$ cat config.mk
export PLATFORM = sky130hd
export DESIGN_NAME = dbg_arbiter_flat
export DESIGN_NICKNAME = d
export VERILOG_FILES = /design/src/rtl/dbg_arbiter_if.sv /design/src/rtl/dbg_arbiter.sv /design/src/flat_wrapper.sv
export SDC_FILE = /design/constraint.sdc
export NUM_CORES = 1
export LEC_CHECK = 0
export ABC_CLOCK_PERIOD_IN_PS = 2600
export CAP_MARGIN = 40
export CORE_UTILIZATION = 39
export CTS_BUF_LIST = sky130_fd_sc_hd__clkbuf_8 sky130_fd_sc_hd__clkbuf_16
export CTS_CLUSTER_SIZE = 16
export DETAILED_ROUTE_END_ITERATION = 10
export MAX_ROUTING_LAYER = met4
export PLACE_DENSITY_LB_ADDON = 0.15
export SKIP_CTS_REPAIR_TIMING = 1
export SKIP_LAST_GASP = 1
export SYNTH_ARGS = -nofsm -noshare
export SYNTH_HDL_FRONTEND = slang
export SYNTH_SLANG_ARGS = --single-unit
$ cat constraint.sdc
create_clock -name clk -period 2.6 [get_ports clk]
set_clock_uncertainty 0.1 [all_clocks]
set_input_delay 0.65 -clock clk [delete_from_list [all_inputs] [get_ports clk]]
set_output_delay 0.65 -clock clk [all_outputs]
set_load 0.005 [all_outputs]
$ cat src/rtl/dbg_arbiter_if.sv
// Debug port between the arbiter and the core under debug.
// cmd == 0 means idle; the core keeps dut_ready low while cmd is 0.
interface dbg_intf #(parameter int BITSIZE = 32);
  logic [15:0]        cmd;
  logic [BITSIZE-1:0] addr;
  logic [BITSIZE-1:0] data_dbg_dut;
  logic [BITSIZE-1:0] data_dut_dbg;
  logic               dut_ready;

  modport dbg (output cmd, addr, data_dbg_dut, input data_dut_dbg, dut_ready);
  modport dut (input cmd, addr, data_dbg_dut, output data_dut_dbg, dut_ready);
endinterface

$ cat src/rtl/dbg_arbiter.sv
// Round-robin arbiter sharing one debug port between NREQ requesters, one transaction at a time.
// Optional ready timeout in ISSUE is compiled in with `define DBG_ARB_TIMEOUT_EN.
//
// state   | meaning
// IDLE    | port idle, pick next requester round-robin after last grant
// ISSUE   | cmd/addr/data held on the port, waiting for dut_ready
// RESP    | response captured, rsp_valid pulse and cmd drop issued on exit
// RELEASE | cmd is 0, waiting for dut_ready to fall before the next grant
module dbg_arbiter #(
  parameter int BITSIZE        = 32,
  parameter int NREQ           = 2,
  parameter int TIMEOUT_CYCLES = 1024
) (
  input  logic                    clk,
  input  logic                    rst_i,
  input  logic [NREQ-1:0]         req_valid_i,
  input  logic [16*NREQ-1:0]      req_cmd_i,
  input  logic [BITSIZE*NREQ-1:0] req_addr_i,
  input  logic [BITSIZE*NREQ-1:0] req_data_i,
  output logic [NREQ-1:0]         req_ready_o,
  output logic [NREQ-1:0]         rsp_valid_o,
  output logic [BITSIZE-1:0]      rsp_data_o,
  output logic                    rsp_err_o,
  dbg_intf.dbg                    dbg
);

  localparam int IW = $clog2(NREQ);

  typedef enum logic [1:0] {S_IDLE, S_ISSUE, S_RESP, S_RELEASE} state_t;

  state_t             state, state_n;
  logic [IW-1:0]      rr, rr_n, gnt, gnt_n, pick;
  logic               found;
  logic [15:0]        cmd_n;
  logic [BITSIZE-1:0] addr_n, wdata_n, rdata_n;
  logic               err_n;
  logic [NREQ-1:0]    ready_n, rspv_n;
  logic               timeout;

  if (NREQ < 2 || TIMEOUT_CYCLES < 1) begin : g_bad_param
    $error("dbg_arbiter: NREQ must be >= 2 and TIMEOUT_CYCLES >= 1");
  end

`ifdef DBG_ARB_TIMEOUT_EN
  localparam int CW = $clog2(TIMEOUT_CYCLES) + 1;
  logic [CW-1:0] cnt;

  // Held at zero outside ISSUE, so it starts from zero on every entry.
  always_ff @(posedge clk) begin
    if (rst_i || state != S_ISSUE) cnt <= '0;
    else                           cnt <= cnt + 1'b1;
  end

  assign timeout = (state == S_ISSUE) && (cnt == CW'(TIMEOUT_CYCLES - 1));
`else
  assign timeout = 1'b0;
`endif

  // First valid requester strictly after the last grant, wrapping.
  always_comb begin
    found = 1'b0;
    pick  = rr;
    for (int i = 1; i <= NREQ; i++) begin
      if (!found && req_valid_i[(int'(rr) + i) % NREQ]) begin
        found = 1'b1;
        pick  = IW'((int'(rr) + i) % NREQ);
      end
    end
  end

  always_comb begin
    state_n = state;
    rr_n    = rr;
    gnt_n   = gnt;
    cmd_n   = dbg.cmd;
    addr_n  = dbg.addr;
    wdata_n = dbg.data_dbg_dut;
    rdata_n = rsp_data_o;
    err_n   = rsp_err_o;
    ready_n = '0;
    rspv_n  = '0;
    case (state)
      S_IDLE: begin
        if (found) begin
          ready_n[pick] = 1'b1;
          rr_n          = pick;
          gnt_n         = pick;
          if (req_cmd_i[16*pick +: 16] == 16'h0) begin
            // An idle command never reaches the core; answer with an error.
            cmd_n   = 16'h0;
            rdata_n = '0;
            err_n   = 1'b1;
            state_n = S_RESP;
          end else begin
            cmd_n   = req_cmd_i[16*pick +: 16];
            addr_n  = req_addr_i[BITSIZE*pick +: BITSIZE];
            wdata_n = req_data_i[BITSIZE*pick +: BITSIZE];
            state_n = S_ISSUE;
          end
        end
      end
      S_ISSUE: begin
        if (dbg.dut_ready) begin
          rdata_n = dbg.data_dut_dbg;
          err_n   = 1'b0;
          state_n = S_RESP;
        end else if (timeout) begin
          rdata_n = '0;
          err_n   = 1'b1;
          state_n = S_RESP;
        end
      end
      S_RESP: begin
        rspv_n[gnt] = 1'b1;
        cmd_n       = 16'h0;
        state_n     = S_RELEASE;
      end
      S_RELEASE: begin
        if (!dbg.dut_ready) state_n = S_IDLE;
      end
      default: state_n = S_IDLE;
    endcase
  end

  always_ff @(posedge clk) begin
    if (rst_i) begin
      state            <= S_IDLE;
      rr               <= IW'(NREQ - 1);
      gnt              <= '0;
      dbg.cmd          <= '0;
      dbg.addr         <= '0;
      dbg.data_dbg_dut <= '0;
      req_ready_o      <= '0;
      rsp_valid_o      <= '0;
      rsp_data_o       <= '0;
      rsp_err_o        <= 1'b0;
    end else begin
      state            <= state_n;
      rr               <= rr_n;
      gnt              <= gnt_n;
      dbg.cmd          <= cmd_n;
      dbg.addr         <= addr_n;
      dbg.data_dbg_dut <= wdata_n;
      req_ready_o      <= ready_n;
      rsp_valid_o      <= rspv_n;
      rsp_data_o       <= rdata_n;
      rsp_err_o        <= err_n;
    end
  end

endmodule
$ cat src/flat_wrapper.sv
// flat-port wrapper written by rule: the top's interface ports become plain ports
module dbg_arbiter_flat 
#(
  parameter int BITSIZE        = 32,
  parameter int NREQ           = 2,
  parameter int TIMEOUT_CYCLES = 1024
)
  (clk, rst_i, req_valid_i, req_cmd_i, req_addr_i, req_data_i, req_ready_o, rsp_valid_o, rsp_data_o, rsp_err_o, dbg_cmd, dbg_addr, dbg_data_dbg_dut, dbg_data_dut_dbg, dbg_dut_ready);
  dbg_intf #(.BITSIZE(BITSIZE)) dbg_i ();
  input  logic clk;
  input  logic rst_i;
  input  logic [NREQ-1:0] req_valid_i;
  input  logic [16*NREQ-1:0] req_cmd_i;
  input  logic [BITSIZE*NREQ-1:0] req_addr_i;
  input  logic [BITSIZE*NREQ-1:0] req_data_i;
  output logic [NREQ-1:0] req_ready_o;
  output logic [NREQ-1:0] rsp_valid_o;
  output logic [BITSIZE-1:0] rsp_data_o;
  output logic rsp_err_o;
  output wire logic [$bits(dbg_i.cmd)-1:0] dbg_cmd;
  output wire logic [$bits(dbg_i.addr)-1:0] dbg_addr;
  output wire logic [$bits(dbg_i.data_dbg_dut)-1:0] dbg_data_dbg_dut;
  input wire logic [$bits(dbg_i.data_dut_dbg)-1:0] dbg_data_dut_dbg;
  input wire logic [$bits(dbg_i.dut_ready)-1:0] dbg_dut_ready;
  assign dbg_cmd = dbg_i.cmd;
  assign dbg_addr = dbg_i.addr;
  assign dbg_data_dbg_dut = dbg_i.data_dbg_dut;
  assign dbg_i.data_dut_dbg = dbg_data_dut_dbg;
  assign dbg_i.dut_ready = dbg_dut_ready;
  dbg_arbiter #(.BITSIZE(BITSIZE), .NREQ(NREQ), .TIMEOUT_CYCLES(TIMEOUT_CYCLES)) u_core (.clk(clk), .rst_i(rst_i), .req_valid_i(req_valid_i), .req_cmd_i(req_cmd_i), .req_addr_i(req_addr_i), .req_data_i(req_data_i), .req_ready_o(req_ready_o), .rsp_valid_o(rsp_valid_o), .rsp_data_o(rsp_data_o), .rsp_err_o(rsp_err_o), .dbg(dbg_i));
endmodule
* Yosys cells after proc, flatten, opt, wreduce, memory -nomap -nowiden *
Index checks and enable logic that the tools add are counted.

operators by class
  bitwise operators = 6
  equality and inequality tests = 7
  reduce and logical (&&, ||, !) cells = 15
  multiplexer cells = 30
  shift-type cells = 3
  add/sub/neg operators = 2
  $lt $le $gt $ge = 6

operators by type and width
  cell                 number
  $shiftx 64x7->32     2
  $mux 32              3
  $pmux 32 s2          1
  $mux 16              2
  $pmux 16 s2          1
  $shiftx 32x6->16     1
  $logic_not 16->1     1
  $mux 1               15
  $mux 2               4
  $pmux 2 s4           1
  $lt 2x3->1 const B   2
  $reduce_and 3->1     2
  $eq 2x2->1 const B   2
  $lt 1x2->1 const B   2
  $ne 2x1->1 const B   2
  $ne 2x2->1 const B   2
  $not 1->1            4
  $reduce_and 2->1     2
  $reduce_and 4->1     1
  $reduce_bool 2->1    2
  $logic_and 1x1->1    3
  $reduce_or 3->1      1
  $add 1x1->1 const B  2
  $and 1x1->1 const A  2
  7 further kinds      9

word-level totals
  register bits = 121
  input port bits = 197
  output and inout bits = 117
  logic and storage cells = 79

* Longest topological paths before layout *
  depth in word-level cells = 14
  gate-level depth with buffers = 9

* Worst setup path before layout *
No wires, ideal clock.

  path kind = input to register
  start = in req_valid_i[0]
  end = reg u_core.dbg.addr[10]
  required time = 2419 ps
  setup slack = 403 ps
  arrival = 2015 ps
  cell stages on the path = 8
  setup time = 81 ps
  buffers on the path = 3
  cell sequence = and2_1 buf_4 nor2_8 mux2_4 and2_1 buf_4 buf_6 a211oi_2

between the ends
  cells in the longest elaborated chain, start to end = 11
  elaborated cells on any way between the ends = 17
  those cells by class = 2 x shift; 10 x mux; 1 x bitwise; 4 x reduce/logical

ends and longest elaborated chain
  what                                       RTL line              source
  from (decl)                                flat_wrapper.sv:12    input logic [NREQ-1:0] req_valid_i;
  $mux 1 (implied by the code) (3 in a row)  dbg_arbiter.sv:64     if (!found && req_valid_i[(int'(rr) + i) % NREQ]) begin
  $mux 1                                     dbg_arbiter.sv:64
  $logic_not 1->1                            dbg_arbiter.sv:64
  $logic_and 1x1->1                          dbg_arbiter.sv:64
  $mux 1                                     dbg_arbiter.sv:64
  $shiftx 32x6->16                           dbg_arbiter.sv:88     if (req_cmd_i[16*pick +: 16] == 16'h0) begin
  $logic_not 16->1                           dbg_arbiter.sv:88
  $not 1->1 (no line)                        -
  $reduce_and 3->1 (no line)                 -
  to (signal assigned)                       dbg_arbiter.sv:142    dbg.addr <= addr_n;
  to (decl)                                  dbg_arbiter_if.sv:10  modport dbg (output cmd, addr, data_dbg_dut, input data_dut_dbg, dut_ready);

Parallel ways exist; a longest one is shown, timed or not. The select of a mux whose other input is x is not followed.
A chain may end at the register's enable or synchronous reset.

* Worst setup path after layout *
  start = in req_valid_i[0]
  end = reg u_core.dbg.addr[3]

Same word-level chain as after synthesis.

==> impl_metrics.yaml <==
outcome:
  status: "completed"
synthesis:
  synth_cells: 577
  synth_seq_cells: 121
  synth_fp_nets: 779
  yosys_warnings: 0
  synthArstFlopShare_pct: 0
  synth.avg_cell_area_um2: 9.866
  synth_cell_types: 34
  synth_top_flop_cell: "dfxtp_1"
  ys_seq_area_share_pct: 42.55
  synth_edf_count: 0
  syn-cell-area_um2: 5693
route:
  wirelength_um: 19150
  drt_iter0_markers: 248
  detail_route.vias_per_cell: 5.393
  num_vias: 5792
  drt-pass1-iter-count: 5
  wl_per_cell_um: 17.83
  drc: 0
  ant_nets: 0
floorplan:
  dieHeight_um: 122.8
  start_util_pct: 40.54
  die_w_um: 122.8
  coreArea_um2: 14040
  rows: 43
  die_area_um2: 15080
  pin_count: 314
final_layout:
  syn2layout_area_growth_pct: 71.49
  drive_gt1_share_pct: 14.77
  regArea_um2: 2422
  fill_cells: 1068
  diodes: 0
  multi_input_comb_area_um2: 2982
  nNetsFinal: 1083
  final_cell_area_um2: 9763
place:
  dpl.hpwl_um: 14180
  gp_congestion: 0.8430
  placed_area_um2: 9136
  portBuffers: 313
setup_path:
  r2r.worst_path.cells: 9
  r2r-start: "u_core.state[1]"
  cp_max_fo: 20
  worstSetupEndpointType: "flop"
  crit_type: "in -> reg"
  crit_arrival_ns: 2.62
  startpoint_type: "input port"
  cp.required_ns: 2.82
  crit_path_start: "req_valid_i[0]"
  rrSetupSlack_ns: 0.22
  r2r-end: "u_core.rsp_data_o[1]"
  crit_path_end: "u_core.dbg.addr[3]"
global_route:
  grt_max_degree: 48
  grt_pass1_wl_um: 29000
  overflow: 0
  grt_pass1_vias: 5749
  track_usage_pct: 25.65
  grt_antenna_before_repair: 0
clock_tree:
  htreeDepth: 4
  clkTransAtPathRegs_ns: 0.06
  clk_path_buf_depth: 2
  clkLatencyLatePin_ns: 0.41
  cts.sinks: 121
  cts_buffers: 17
  root_buffer: "clkbuf_16"
  cts_tree: "done"
sta:
  min_period_ns: 2.409
  fmax_mhz: 415.2
  whs_ns: 0.3482
  setup_tns_ns: 0
  post-route-period-util_pct: 92.64
  hold_viol: 0
  rsz0062_at_grt: "false"
  slew_headroom_pct: 57.76
  finalSetupViolations: 0
  finalMaxSlewViolations: 0
  tightest_slew_ns: 0.6337
pwr:
  p_leak_uw: 0.003685
  ir_worst_vdd_mv: 0.6117
  power_density_nw_per_um2: 1069
flow_run:
  cap_violations: 0
hold_path:
  min_from: "u_core.gnt"
  hold_path.class: "reg -> reg"
[metal layers]
layer	part of all wire, %	GRT usage (%)	vias up
li1	-	-	2787
met1	38	27.83	2714
met2	51	44.42	251
met3	8.4	6.877	40
met4	2.3	9.909	0
met5	0	-	-
[cell usage after synthesis, types with 4 or more instances]
cell type / n / area share, %
dfxtp_1: 121 / 43
nor2_1: 4 / 0.26
a211oi_1: 4 / 0.53
nand4_1: 34 / 3.7
buf_6: 6 / 1.2
nor4_1: 9 / 0.99
inv_1: 5 / 0.33
nand2_1: 20 / 1.3
ha_1: 5 / 1.1
mux2i_1: 81 / 14
a21oi_1: 101 / 8.9
o21ai_0: 51 / 4.5
a211oi_2: 60 / 13
buf_2: 15 / 1.3
clkbuf_1: 33 / 2.2
[state kept, by name, indices dropped and copies added, names as in the netlist]
| name | flops |
|---|---|
| u_core.rr | 1 |
| u_core.gnt | 1 |
| u_core.dbg.data_dbg_dut | 32 |
| u_core.dbg.addr | 32 |
| u_core.dbg.cmd | 16 |
| u_core.rsp_valid_o | 2 |
| u_core.state | 2 |
| u_core.rsp_data_o | 32 |
| u_core.req_ready_o | 2 |
| u_core.rsp_err_o | 1 |
[stage by stage]
step / util [%] / instances / worst slack (ns) / total power, µW
4_1_cts: 69.47 / 1074 / 0.1942 / 10480
2_1_floorplan: - / 577 / 0.4034 / 5513
3_3_place_gp: 64.96 / 1041 / -0.2808 / 7763
5_1_grt: 69.53 / 1074 / 0.04923 / 11020
3_5_place_dp: 65.06 / 1042 / -0.1784 / 7997
6_report: 69.53 / 1074 / 0.1914 / 10440
[area by class of cell]
cell class              instances  area share, %
inverters                       5         0.1922
clock inverters                14          1.845
well taps                     180          2.307
multi-input cells             392          30.54
clock buffers                  18          4.498
flip-flops and latches        121          24.81
repair buffers                344          35.81
[worst min path at each step]
stage                            end  cells past startpoint  slack (ns)
6_report       u_core.rsp_valid_o[0]                      1        0.35
3_5_place_dp   u_core.rsp_valid_o[0]                      1        0.34
3_3_place_gp   u_core.rsp_valid_o[0]                      1        0.34
4_1_cts        u_core.rsp_valid_o[0]                      1        0.35
5_1_grt        u_core.rsp_valid_o[0]                      1        0.37
2_1_floorplan  u_core.rsp_valid_o[0]                      1        0.31
[critical path: stages]
cell and delay [ns]:
clkdlybuf4s50_1 0.46, buf_4 0.17, and2_1 0.23, nor2_8 0.17, mux2_4 0.35, and2_4 0.18, buf_12 0.16, a211oi_1 0.24
[cells in the final DEF, fill, tap and decap left out, types with 4 or more instances in the layout]
| master | n |
|---|---|
| a21oi_1 | 100 |
| o21ai_0 | 51 |
| ha_1 | 5 |
| inv_1 | 6 |
| clkbuf_16 | 17 |
| nand2_1 | 20 |
| a211oi_2 | 60 |
| nor4_1 | 9 |
| buf_12 | 10 |
| clkinv_2 | 5 |
| a211oi_1 | 4 |
| buf_4 | 21 |
| dfxtp_1 | 121 |
| mux2i_1 | 81 |
| nand4_1 | 34 |
| clkdlybuf4s50_1 | 312 |
| bufinv_16 | 4 |
[logic make-up after synthesis]
kind of cell    synth area share (%)
compound gates                 28.35
flops                          42.55
mux                            14.51
simple gates                   7.956
buf+inv                        5.538
fa+ha+maj                      1.099
[report_power, final]
part / total, µW / switching (µW) / leakage, µW / internal, µW
logic: 5170 / 2530 / 0.00239 / 2630
clock network: 2450 / 839 / 0.000303 / 1610
registers: 2820 / 329 / 0.000996 / 2490
Note: power is estimated with default switching activity, not from simulation.
